## src/rtl/dense_mac_engine_if.sv

```systemverilog
// rtl/dense_mac_engine_if.sv - control, parameter-memory and activation/result bus of the dense MAC engine
interface dense_mac_engine_if #(
  parameter int DATSIZE = 22,
  parameter int PARSIZE = 16
);
  // layer control
  logic               start;
  logic               layer;
  logic               relu;
  logic               busy;
  logic               done;
  // weight / bias parameter modules
  logic [3:0]         p_state;
  logic               w_en;
  logic [6:0]         read_o;
  logic [7:0]         read_i;
  logic [PARSIZE-1:0] w_data;
  logic [PARSIZE-1:0] b_data;
  // activation source and result sink
  logic               act_en;
  logic [7:0]         act_addr;
  logic [DATSIZE-1:0] act_data;
  logic               out_we;
  logic [6:0]         out_addr;
  logic [DATSIZE-1:0] out_data;

  modport master (
    input  start, layer, relu, w_data, b_data, act_data,
    output busy, done, p_state, w_en, read_o, read_i, act_en, act_addr,
           out_we, out_addr, out_data
  );

  modport slave (
    output start, layer, relu, w_data, b_data, act_data,
    input  busy, done, p_state, w_en, read_o, read_i, act_en, act_addr,
           out_we, out_addr, out_data
  );
endinterface

```

## src/rtl/dense_mac_engine.sv

```systemverilog
// rtl/dense_mac_engine.sv - dense layer sequencer and MAC datapath; DENSE_SAT_EN selects clamping over wrap-around
module dense_mac_engine #(
  parameter int DATSIZE = 22,
  parameter int PARSIZE = 16,
  parameter int FPSHIFT = 14,
  parameter int ACCSIZE = DATSIZE + PARSIZE + 8
) (
  input  logic               clk,
  input  logic               rst,
  dense_mac_engine_if.master bus
);
  localparam int         PRODSIZE = DATSIZE + PARSIZE;
  localparam logic [6:0] LAST_O   = 7'd95;

  typedef enum logic [2:0] {
    S_IDLE,
    S_FETCH,
    S_DRAIN,
    S_WRITE,
    S_DONE
  } state_t;

  state_t                    state_q;
  logic                      layer_q;
  logic                      relu_q;
  logic                      vld_q;
  logic                      busy_q;
  logic                      done_q;
  logic                      w_en_q;
  logic                      out_we_q;
  logic [3:0]                p_state_q;
  logic [6:0]                read_o_q;
  logic [6:0]                out_addr_q;
  logic [7:0]                read_i_q;
  logic [DATSIZE-1:0]        out_data_q;
  logic [DATSIZE-1:0]        out_data_d;
  logic signed [ACCSIZE-1:0] acc_q;
  logic signed [ACCSIZE-1:0] acc_d;

  logic [7:0]                last_i;
  logic signed [PRODSIZE-1:0] prod;
  logic signed [ACCSIZE-1:0] prod_ext;
  logic signed [ACCSIZE-1:0] bias_ext;

  // last input index of the latched layer: 96 inputs for DENSE1, 256 for DENSE2
  assign last_i   = layer_q ? 8'd95 : 8'd255;
  assign prod     = $signed(bus.w_data) * $signed(bus.act_data);
  assign prod_ext = {{(ACCSIZE-PRODSIZE){prod[PRODSIZE-1]}}, prod};
  assign bias_ext = {{(ACCSIZE-PARSIZE-FPSHIFT){bus.b_data[PARSIZE-1]}}, bus.b_data, {FPSHIFT{1'b0}}};

  // accumulator next state: bias preload on the first fetch, then one product per returned beat
  always_comb begin
    acc_d = acc_q;
    if (state_q == S_FETCH && read_i_q == 8'd0) begin
      acc_d = bias_ext;
    end else if (vld_q) begin
      acc_d = acc_q + prod_ext;
    end
  end

`ifdef DENSE_SAT_EN
  logic signed [ACCSIZE-1:0] shifted;

  // rescale to DATSIZE with clamping to the representable range, then optional ReLU
  always_comb begin
    shifted = acc_d >>> FPSHIFT;
    if (!shifted[ACCSIZE-1] && (|shifted[ACCSIZE-2:DATSIZE-1])) begin
      out_data_d = {1'b0, {(DATSIZE-1){1'b1}}};
    end else if (shifted[ACCSIZE-1] && !(&shifted[ACCSIZE-2:DATSIZE-1])) begin
      out_data_d = {1'b1, {(DATSIZE-1){1'b0}}};
    end else begin
      out_data_d = shifted[DATSIZE-1:0];
    end
    if (relu_q && out_data_d[DATSIZE-1]) begin
      out_data_d = '0;
    end
  end
`else
  // rescale to DATSIZE keeping the low bits (wrap-around), then optional ReLU
  always_comb begin
    out_data_d = DATSIZE'(acc_d >>> FPSHIFT);
    if (relu_q && out_data_d[DATSIZE-1]) begin
      out_data_d = '0;
    end
  end
`endif

  // layer sequencer with registered outputs; the valid flag trails the fetch by the 1-cycle memory latency
  always_ff @(posedge clk) begin
    if (rst) begin
      state_q    <= S_IDLE;
      layer_q    <= 1'b0;
      relu_q     <= 1'b0;
      vld_q      <= 1'b0;
      busy_q     <= 1'b0;
      done_q     <= 1'b0;
      w_en_q     <= 1'b0;
      out_we_q   <= 1'b0;
      p_state_q  <= 4'd0;
      read_o_q   <= 7'd0;
      read_i_q   <= 8'd0;
      out_addr_q <= 7'd0;
      out_data_q <= '0;
      acc_q      <= '0;
    end else begin
      acc_q      <= acc_d;
      vld_q      <= (state_q == S_FETCH);
      done_q     <= 1'b0;
      out_we_q   <= 1'b0;
      out_data_q <= '0;
      case (state_q)
        S_IDLE: begin
          if (bus.start) begin
            layer_q   <= bus.layer;
            relu_q    <= bus.relu;
            read_o_q  <= 7'd0;
            read_i_q  <= 8'd0;
            busy_q    <= 1'b1;
            w_en_q    <= 1'b1;
            p_state_q <= {3'b100, bus.layer};
            state_q   <= S_FETCH;
          end
        end
        S_FETCH: begin
          if (read_i_q == last_i) begin
            w_en_q  <= 1'b0;
            state_q <= S_DRAIN;
          end else begin
            read_i_q <= read_i_q + 8'd1;
          end
        end
        S_DRAIN: begin
          out_we_q   <= 1'b1;
          out_addr_q <= read_o_q;
          out_data_q <= out_data_d;
          state_q    <= S_WRITE;
        end
        S_WRITE: begin
          if (read_o_q == LAST_O) begin
            p_state_q <= 4'd0;
            done_q    <= 1'b1;
            state_q   <= S_DONE;
          end else begin
            read_o_q <= read_o_q + 7'd1;
            read_i_q <= 8'd0;
            w_en_q   <= 1'b1;
            state_q  <= S_FETCH;
          end
        end
        S_DONE: begin
          busy_q  <= 1'b0;
          state_q <= S_IDLE;
        end
        default: begin
          state_q <= S_IDLE;
        end
      endcase
    end
  end

  assign bus.busy     = busy_q;
  assign bus.done     = done_q;
  assign bus.p_state  = p_state_q;
  assign bus.w_en     = w_en_q;
  assign bus.act_en   = w_en_q;
  assign bus.read_o   = read_o_q;
  assign bus.read_i   = read_i_q;
  assign bus.act_addr = read_i_q;
  assign bus.out_we   = out_we_q;
  assign bus.out_addr = out_addr_q;
  assign bus.out_data = out_data_q;
endmodule

```

## src/flat_wrapper.sv

```systemverilog
// flat-port wrapper written by rule: the top's interface ports become plain ports
module dense_mac_engine_flat 
#(
  parameter int DATSIZE = 22,
  parameter int PARSIZE = 16,
  parameter int FPSHIFT = 14,
  parameter int ACCSIZE = DATSIZE + PARSIZE + 8
)
  (clk, rst, bus_start, bus_layer, bus_relu, bus_w_data, bus_b_data, bus_act_data, bus_busy, bus_done, bus_p_state, bus_w_en, bus_read_o, bus_read_i, bus_act_en, bus_act_addr, bus_out_we, bus_out_addr, bus_out_data);
  dense_mac_engine_if #(.DATSIZE(DATSIZE), .PARSIZE(PARSIZE)) bus_i ();
  input  logic clk;
  input  logic rst;
  input wire logic [$bits(bus_i.start)-1:0] bus_start;
  input wire logic [$bits(bus_i.layer)-1:0] bus_layer;
  input wire logic [$bits(bus_i.relu)-1:0] bus_relu;
  input wire logic [$bits(bus_i.w_data)-1:0] bus_w_data;
  input wire logic [$bits(bus_i.b_data)-1:0] bus_b_data;
  input wire logic [$bits(bus_i.act_data)-1:0] bus_act_data;
  output wire logic [$bits(bus_i.busy)-1:0] bus_busy;
  output wire logic [$bits(bus_i.done)-1:0] bus_done;
  output wire logic [$bits(bus_i.p_state)-1:0] bus_p_state;
  output wire logic [$bits(bus_i.w_en)-1:0] bus_w_en;
  output wire logic [$bits(bus_i.read_o)-1:0] bus_read_o;
  output wire logic [$bits(bus_i.read_i)-1:0] bus_read_i;
  output wire logic [$bits(bus_i.act_en)-1:0] bus_act_en;
  output wire logic [$bits(bus_i.act_addr)-1:0] bus_act_addr;
  output wire logic [$bits(bus_i.out_we)-1:0] bus_out_we;
  output wire logic [$bits(bus_i.out_addr)-1:0] bus_out_addr;
  output wire logic [$bits(bus_i.out_data)-1:0] bus_out_data;
  assign bus_i.start = bus_start;
  assign bus_i.layer = bus_layer;
  assign bus_i.relu = bus_relu;
  assign bus_i.w_data = bus_w_data;
  assign bus_i.b_data = bus_b_data;
  assign bus_i.act_data = bus_act_data;
  assign bus_busy = bus_i.busy;
  assign bus_done = bus_i.done;
  assign bus_p_state = bus_i.p_state;
  assign bus_w_en = bus_i.w_en;
  assign bus_read_o = bus_i.read_o;
  assign bus_read_i = bus_i.read_i;
  assign bus_act_en = bus_i.act_en;
  assign bus_act_addr = bus_i.act_addr;
  assign bus_out_we = bus_i.out_we;
  assign bus_out_addr = bus_i.out_addr;
  assign bus_out_data = bus_i.out_data;
  dense_mac_engine #(.DATSIZE(DATSIZE), .PARSIZE(PARSIZE), .FPSHIFT(FPSHIFT), .ACCSIZE(ACCSIZE)) u_core (.clk(clk), .rst(rst), .bus(bus_i));
endmodule
```

## config.mk

```make
export PLATFORM = sky130hd
export DESIGN_NAME = dense_mac_engine_flat
export DESIGN_NICKNAME = d
export VERILOG_FILES = /design/src/rtl/dense_mac_engine_if.sv /design/src/rtl/dense_mac_engine.sv /design/src/flat_wrapper.sv
export SDC_FILE = /design/constraint.sdc
export NUM_CORES = 1
export LEC_CHECK = 0
export CORE_MARGIN = 1
export CORE_UTILIZATION = 56
export DETAILED_ROUTE_END_ITERATION = 8
export PLACE_DENSITY = 0.81
export SETUP_SLACK_MARGIN = 0.02
export SLEW_MARGIN = 20
export SYNTH_ARGS = -nofsm -noshare
export SYNTH_HDL_FRONTEND = slang
export SYNTH_SLANG_ARGS = --single-unit
```

## constraint.sdc

```tcl
create_clock -name clk -period 7.5 [get_ports clk]
set_input_delay 1.875 -clock clk [delete_from_list [all_inputs] [get_ports clk]]
set_output_delay 1.875 -clock clk [all_outputs]
set_load 0.02 [all_outputs]
```

=== After elaboration in Yosys (flattened, before gate mapping) ===
Cells that the tools add are included.

* Output and inout bits: 61
* Memories: 0
* Bits of input ports: 59
* Logic and storage cells: 75
* Bits in latches: 0
* Bits in registers: 104
* Memory bits (read-only): 0
* RAM bits: 0

* Equal/unequal tests: 11
* Multiplexer cells: 24
* Multipliers: 1
* Bitwise gates (word level): 2
* Magnitude comparators: 0
* Div/mod/pow operators: 0
* Reductions and logical operators: 18
* Add/sub/neg operators: 3
* Shift-type cells: 0

{| class="wikitable"
|+ Operators with widths
! kind !! count
|-
| 46-bit two-way mux || 2
|-
| 46-bit by 38-bit adder with 46-bit output || 1
|-
| 16-bit by 22-bit multiplier with 38-bit output || 1
|-
| 8-bit two-way mux || 4
|-
| 8-bit case mux with 3 select lines || 1
|-
| 7-bit two-way mux || 2
|-
| 7-bit case mux with 2 select lines || 1
|-
| 3-bit case mux with 4 select lines || 1
|-
| 3-bit two-way mux || 3
|-
| 8-bit by 1-bit adder with 8-bit output (second input constant) || 1
|-
| 8-bit == test || 1
|-
| 8-bit zero test || 1
|-
| 4-bit two-way mux || 2
|-
| 2-bit inequality test (second input constant) || 4
|-
| 4-bit case mux with 2 select lines || 1
|-
| 4-bit AND reduction || 2
|-
| 7-bit by 1-bit adder with 7-bit output (second input constant) || 1
|-
| 7-bit == test (second input constant) || 1
|-
| 3-bit by 2-bit == test with 1-bit output (second input constant) || 2
|-
| 2-bit AND reduction || 3
|-
| 3-bit AND reduction || 2
|-
| 2-bit nonzero test || 3
|-
| 1-bit two-way mux || 5
|-
| 2-bit OR reduction || 2
|-
| 10 further kinds || 12
|}

=== Depth between registers and ports, before layout ===
* Depth after elaboration: 6
* Mapped depth: 26
* Gate-level depth less buffers: 24

=== Worst setup path before layout ===
No wires, ideal clock.

* Kind: input to register
* From: input port bus_act_data[21]
* To: register u_core.out_data_q[19], in the netlist u_core.bus.out_data[19]
* Setup time: 0.074 ns
* Required time: 7.426 ns
* Cell stages on the path: 23
* Buffers on the path: 3
* Arrival: 7.649 ns
* Setup slack: -0.223 ns
* Cell sequence: clkbuf_1 -> nand2_1 -> inv_1 -> fa_1 -> fa_1 -> fa_1 -> fa_1 -> fa_1 -> inv_1 -> fa_1 -> inv_1 -> ha_1 -> and3_1 -> and2_1 -> clkbuf_1 -> nand3_1 -> nor2_1 -> a21oi_2 -> o311ai_4 -> a21o_1 -> nand3_2 -> buf_6 -> a31oi_2

* Cells in the longest elaborated chain, start to end: 6

{| class="wikitable"
|+ RTL lines
! element !! RTL line !! source
|-
| start: declaration || flat_wrapper.sv:18 || <nowiki>input wire logic [$bits(bus_i.act_data)-1:0] bus_act_data;</nowiki>
|-
| 16-bit by 22-bit multiplier with 38-bit output (*) || dense_mac_engine.sv:47 || <nowiki>assign prod = $signed(bus.w_data) * $signed(bus.act_data);</nowiki>
|-
| 46-bit by 38-bit adder with 46-bit output (*) || dense_mac_engine.sv:57 || <nowiki>acc_d = acc_q + prod_ext;</nowiki>
|-
| 46-bit two-way mux (*) || dense_mac_engine.sv:56 || <nowiki>end else if (vld_q) begin</nowiki>
|-
| 46-bit two-way mux (*) || dense_mac_engine.sv:54 || <nowiki>if (state_q == S_FETCH && read_i_q == 8'd0) begin</nowiki>
|-
| 1-bit logical AND || dense_mac_engine.sv:82 || <nowiki>if (relu_q && out_data_d[DATSIZE-1]) begin</nowiki>
|-
| 3-bit OR reduction (no line) || - ||
|-
| end signal: assignment || dense_mac_engine.sv:135 || <nowiki>out_data_q <= out_data_d;</nowiki>
|-
| end: declaration || dense_mac_engine.sv:35 || <nowiki>logic [DATSIZE-1:0] out_data_q;</nowiki>
|}

Mark *: on every way between the ends. The rest lies on a longest branch, timed or not. The select of a mux whose other input is x is not followed.
A chain may end at the register's enable or synchronous reset.

=== Final worst setup path ===
* From: input port bus_w_data[4]
* To: register u_core.out_data_q[17], in the netlist u_core.bus.out_data[17]

* Cells in the longest elaborated chain, start to end: 6

{| class="wikitable"
|+ RTL lines
! element !! RTL line !! source
|-
| start: declaration || flat_wrapper.sv:16 || <nowiki>input wire logic [$bits(bus_i.w_data)-1:0] bus_w_data;</nowiki>
|-
| 16-bit by 22-bit multiplier with 38-bit output (*) || dense_mac_engine.sv:47 ||
|-
| 46-bit by 38-bit adder with 46-bit output (*) || dense_mac_engine.sv:57 ||
|-
| 46-bit two-way mux (*) || dense_mac_engine.sv:56 ||
|-
| 46-bit two-way mux (*) || dense_mac_engine.sv:54 ||
|-
| 1-bit logical AND || dense_mac_engine.sv:82 ||
|-
| 3-bit OR reduction (no line) || - ||
|}

Marks and branches as above.

==> results.md <==
- CP Data Arrival Time: just under 8000 ps
- CP Capture Type: flop
- Chip Width: between 150 and 200 µm
- Initial antenna violation count: 0
- Mapped Area: between 15000 and 20000 µm²
- Worst hold slack: ~500 ps
- Final setup skew: about 14 ps
- Final Hold Vio Count: 0
- Avg Cell Area, Syn: around 9.1 µm²
- # DRC: 0
- Critical Path Start Type: input port
- R2r setup slk: ~2200 ps
- Slew Viols, Final: 0
- CTS Sinks: 92
- Vias per inst: 5.71
- Post-CTS Hold Fix Bufs: 0
- Commonest non-fill, non-tap cell in the layout: inv_1
- Post-synth EDFFs: 0
- Worst Setup Path Type: input port to flop
- Vias in the first global route: approximately 16000
- Max Cap Violations: 0
- Core ar.: slightly below 30000 µm²
- Synthesized instance count: about 1900
- Ys async rst share: 0%
- Largest net degree at the start of global routing: 45
- Initial Utilization: 57.2%
- Commonest cells after routing, fill and taps aside: inv_1 (377), fa_1 (340), nand2_1 (217), buf_4 (194), and2_1 (137)
- Design area: approximately 22000 µm²
- WL final: 52.6 mm
- Vias: 14680
- Fin nets: approximately 2700
- Critical Path End: u_core.bus.out_data[17]$_SDFF_PP0_
- P&R area growth vs syn: 28.8%
- Htree depth: 3
- R2r endpoint: u_core.bus.out_data[17]$_SDFF_PP0_
- Tcrit/Tclk final: approximately 99%
- CP required: about 7800 ps
- Register area share after synthesis: a little over a tenth
- Total GRT Usage: ~32%
- IO Pins: 120
- R2r worst-path depth: 19
- Die area: between 30000 and 40000 µm²
- Drt pass-1 iters: 8
- Iteration-0 DRC Markers: ~1100
- Clk_lat worst skew: between 300 and 400 ps
- Yosys Warn Count: 0
- Util after Layout: around 74%
- Fmax: roughly 130 MHz
- Total grt overflow: 0
- Port buffer count: 117
- Number of cell rows: 63
- CP Max Fanout: 7
- Clock Tree Root: clkbuf_16
- Placer Congestion: roughly 0.91
- # fillers: around 1800
- Share of cells above drive strength 1: between 20% and 30%
- Max Root-Sink Buffers: 2
- Worst slew pin tran: around 1000 ps
- Worst hold path type: flop to flop
- Post-route ant nets: 0
- Unrepaired setup endpoints after global routing: yes
- Prevailing post-synth register cell: dfxtp_1
- Reg-to-reg critical path startpoint: u_core.acc_q[15]$_SDFF_PP0_
- Flops & latches, synth: 92
- Reg clk slew, reported paths: roughly 80 ps
- Num CTS Buffers: 9
- CTS tree: built
- Area post-placement: 20000 µm²
- Max-slew headroom: between 30% and 40%
- First-pass GRT wire length: 77.9 mm
- Outcome: finished clean
- Worst setup path startpoint: bus_w_data[4]
- Final setup vio count: 0
- Final setup TNS: 0 ps
- Die height: around 180 µm
- Final min period: 7460 ps
- Post-detailed-route wirelength per cell: between 20 and 25 µm
- Post-DP HPWL: around 37 mm
- Synth unique cells: 67
[routing by layer]
| metal | share of wire, % | track usage [%] | wire, µm | vias to the layer above |
|---|---|---|---|---|
| met5 | 0 | 0 | 0 | - |
| met4 | 7.1 | 17.9 | 3740 | 0 |
| met3 | 8.7 | 5.99 | 4560 | 331 |
| met2 | 51 | 59.0 | 26900 | 847 |
| met1 | 33 | 35.6 | 17400 | 7313 |
| li1 | - | - | - | 6189 |
[cells by family after synthesis]
kind of cell               Yosys count  synth area share (%)
DFF                                 92                  10.8
buffers and inverters              496                  11.4
other                                1                0.0221
and+or+nand+nor                    570                  16.1
adders and majority gates          474                  51.1
AOI/OAI and AO/OA                  157                  6.42
xor gates and xnor gates            48                  2.47
muxes                               29                  1.75
[synth_stat cells, types with 12 or more instances]
cell      number  area (µm²)
clkbuf_1      67         251
nand2_1      227         852
nand2b_1      16         100
and2_1       155         970
dfxtp_1       92        1840
nor3_1        12        60.1
a21oi_1       54         270
mux2i_1       23         230
fa_1         366        7330
nand3_1       12        60.1
inv_1        405        1520
ha_1         108        1350
o21ai_0       24         120
xor2_1        23         201
nor2_1       105         394
xnor2_1       25         219
buf_4         13        97.6
[sequential cells by signal (all words and copies together), names as in the netlist]
signal               count
u_core.bus.out_addr      7
u_core.bus.busy          1
u_core.bus.read_o        7
u_core.state_q           3
u_core.bus.p_state       2
u_core.relu_q            1
u_core.bus.out_data     22
u_core.vld_q             1
u_core.bus.done          1
u_core.bus.out_we        1
u_core.bus.act_en        1
u_core.layer_q           1
u_core.bus.act_addr      8
u_core.acc_q            36
[critical path, cell delays in order]
cell,delay (ps)
buf_6,110
buf_12,130
nand2_2,80
fa_1,620
inv_1,100
fa_2,480
buf_12,160
buf_8,120
fa_1,540
inv_2,40
fa_1,500
inv_2,50
fa_1,560
inv_2,50
fa_2,400
xor2_2,200
xnor2_1,200
xnor2_1,160
xnor2_1,140
xnor2_2,350
o311ai_4,160
a21o_1,240
nand3_4,140
buf_6,120
and2b_2,200
[repair_timing]
item / CTS / global route
pin swaps: 66 / 111
buffers inserted: 23 / 30
cloned: 17 / 8
gates resized for setup: 152 / 215
endpoints found under the setup margin: 43 / 41
[stage by stage]
stage                     cells  setup WS (ps)
after floorplan            1868           20.1
after detailed placement   2477           -921
final                      2569           45.0
after global routing       2568           -163
after global placement     2477           -745
after CTS                  2533           16.2
[how the worst min path moves through the flow]
stage	cells past startpoint	from	endpoint	slack, ps
floorplan	2	u_core.acc_q[7]$_SDFFE_PP0P_	u_core.acc_q[7]$_SDFFE_PP0P_	440
global placement	2	u_core.acc_q[7]$_SDFFE_PP0P_	u_core.acc_q[7]$_SDFFE_PP0P_	460
detailed placement	2	u_core.acc_q[7]$_SDFFE_PP0P_	u_core.acc_q[7]$_SDFFE_PP0P_	480
CTS	2	u_core.acc_q[7]$_SDFFE_PP0P_	u_core.acc_q[7]$_SDFFE_PP0P_	490
global route	2	u_core.acc_q[7]$_SDFFE_PP0P_	u_core.acc_q[7]$_SDFFE_PP0P_	520
finish	2	u_core.acc_q[7]$_SDFFE_PP0P_	u_core.acc_q[7]$_SDFFE_PP0P_	500
[area by class of cell]
class	instances	area [µm²]	area share (%)
antenna	1	2.50	0.0114
clock buffer	9	225	1.03
clock inverter	7	80.1	0.366
inverter	406	1530	6.97
multi-input combinational	1280	13900	63.7
sequential	92	1840	8.42
tap	390	488	2.23
timing repair buffer	384	3790	17.3
Power is not shown: default switching activity piles up to over one toggle a cycle in this logic, so the estimate is an artifact.
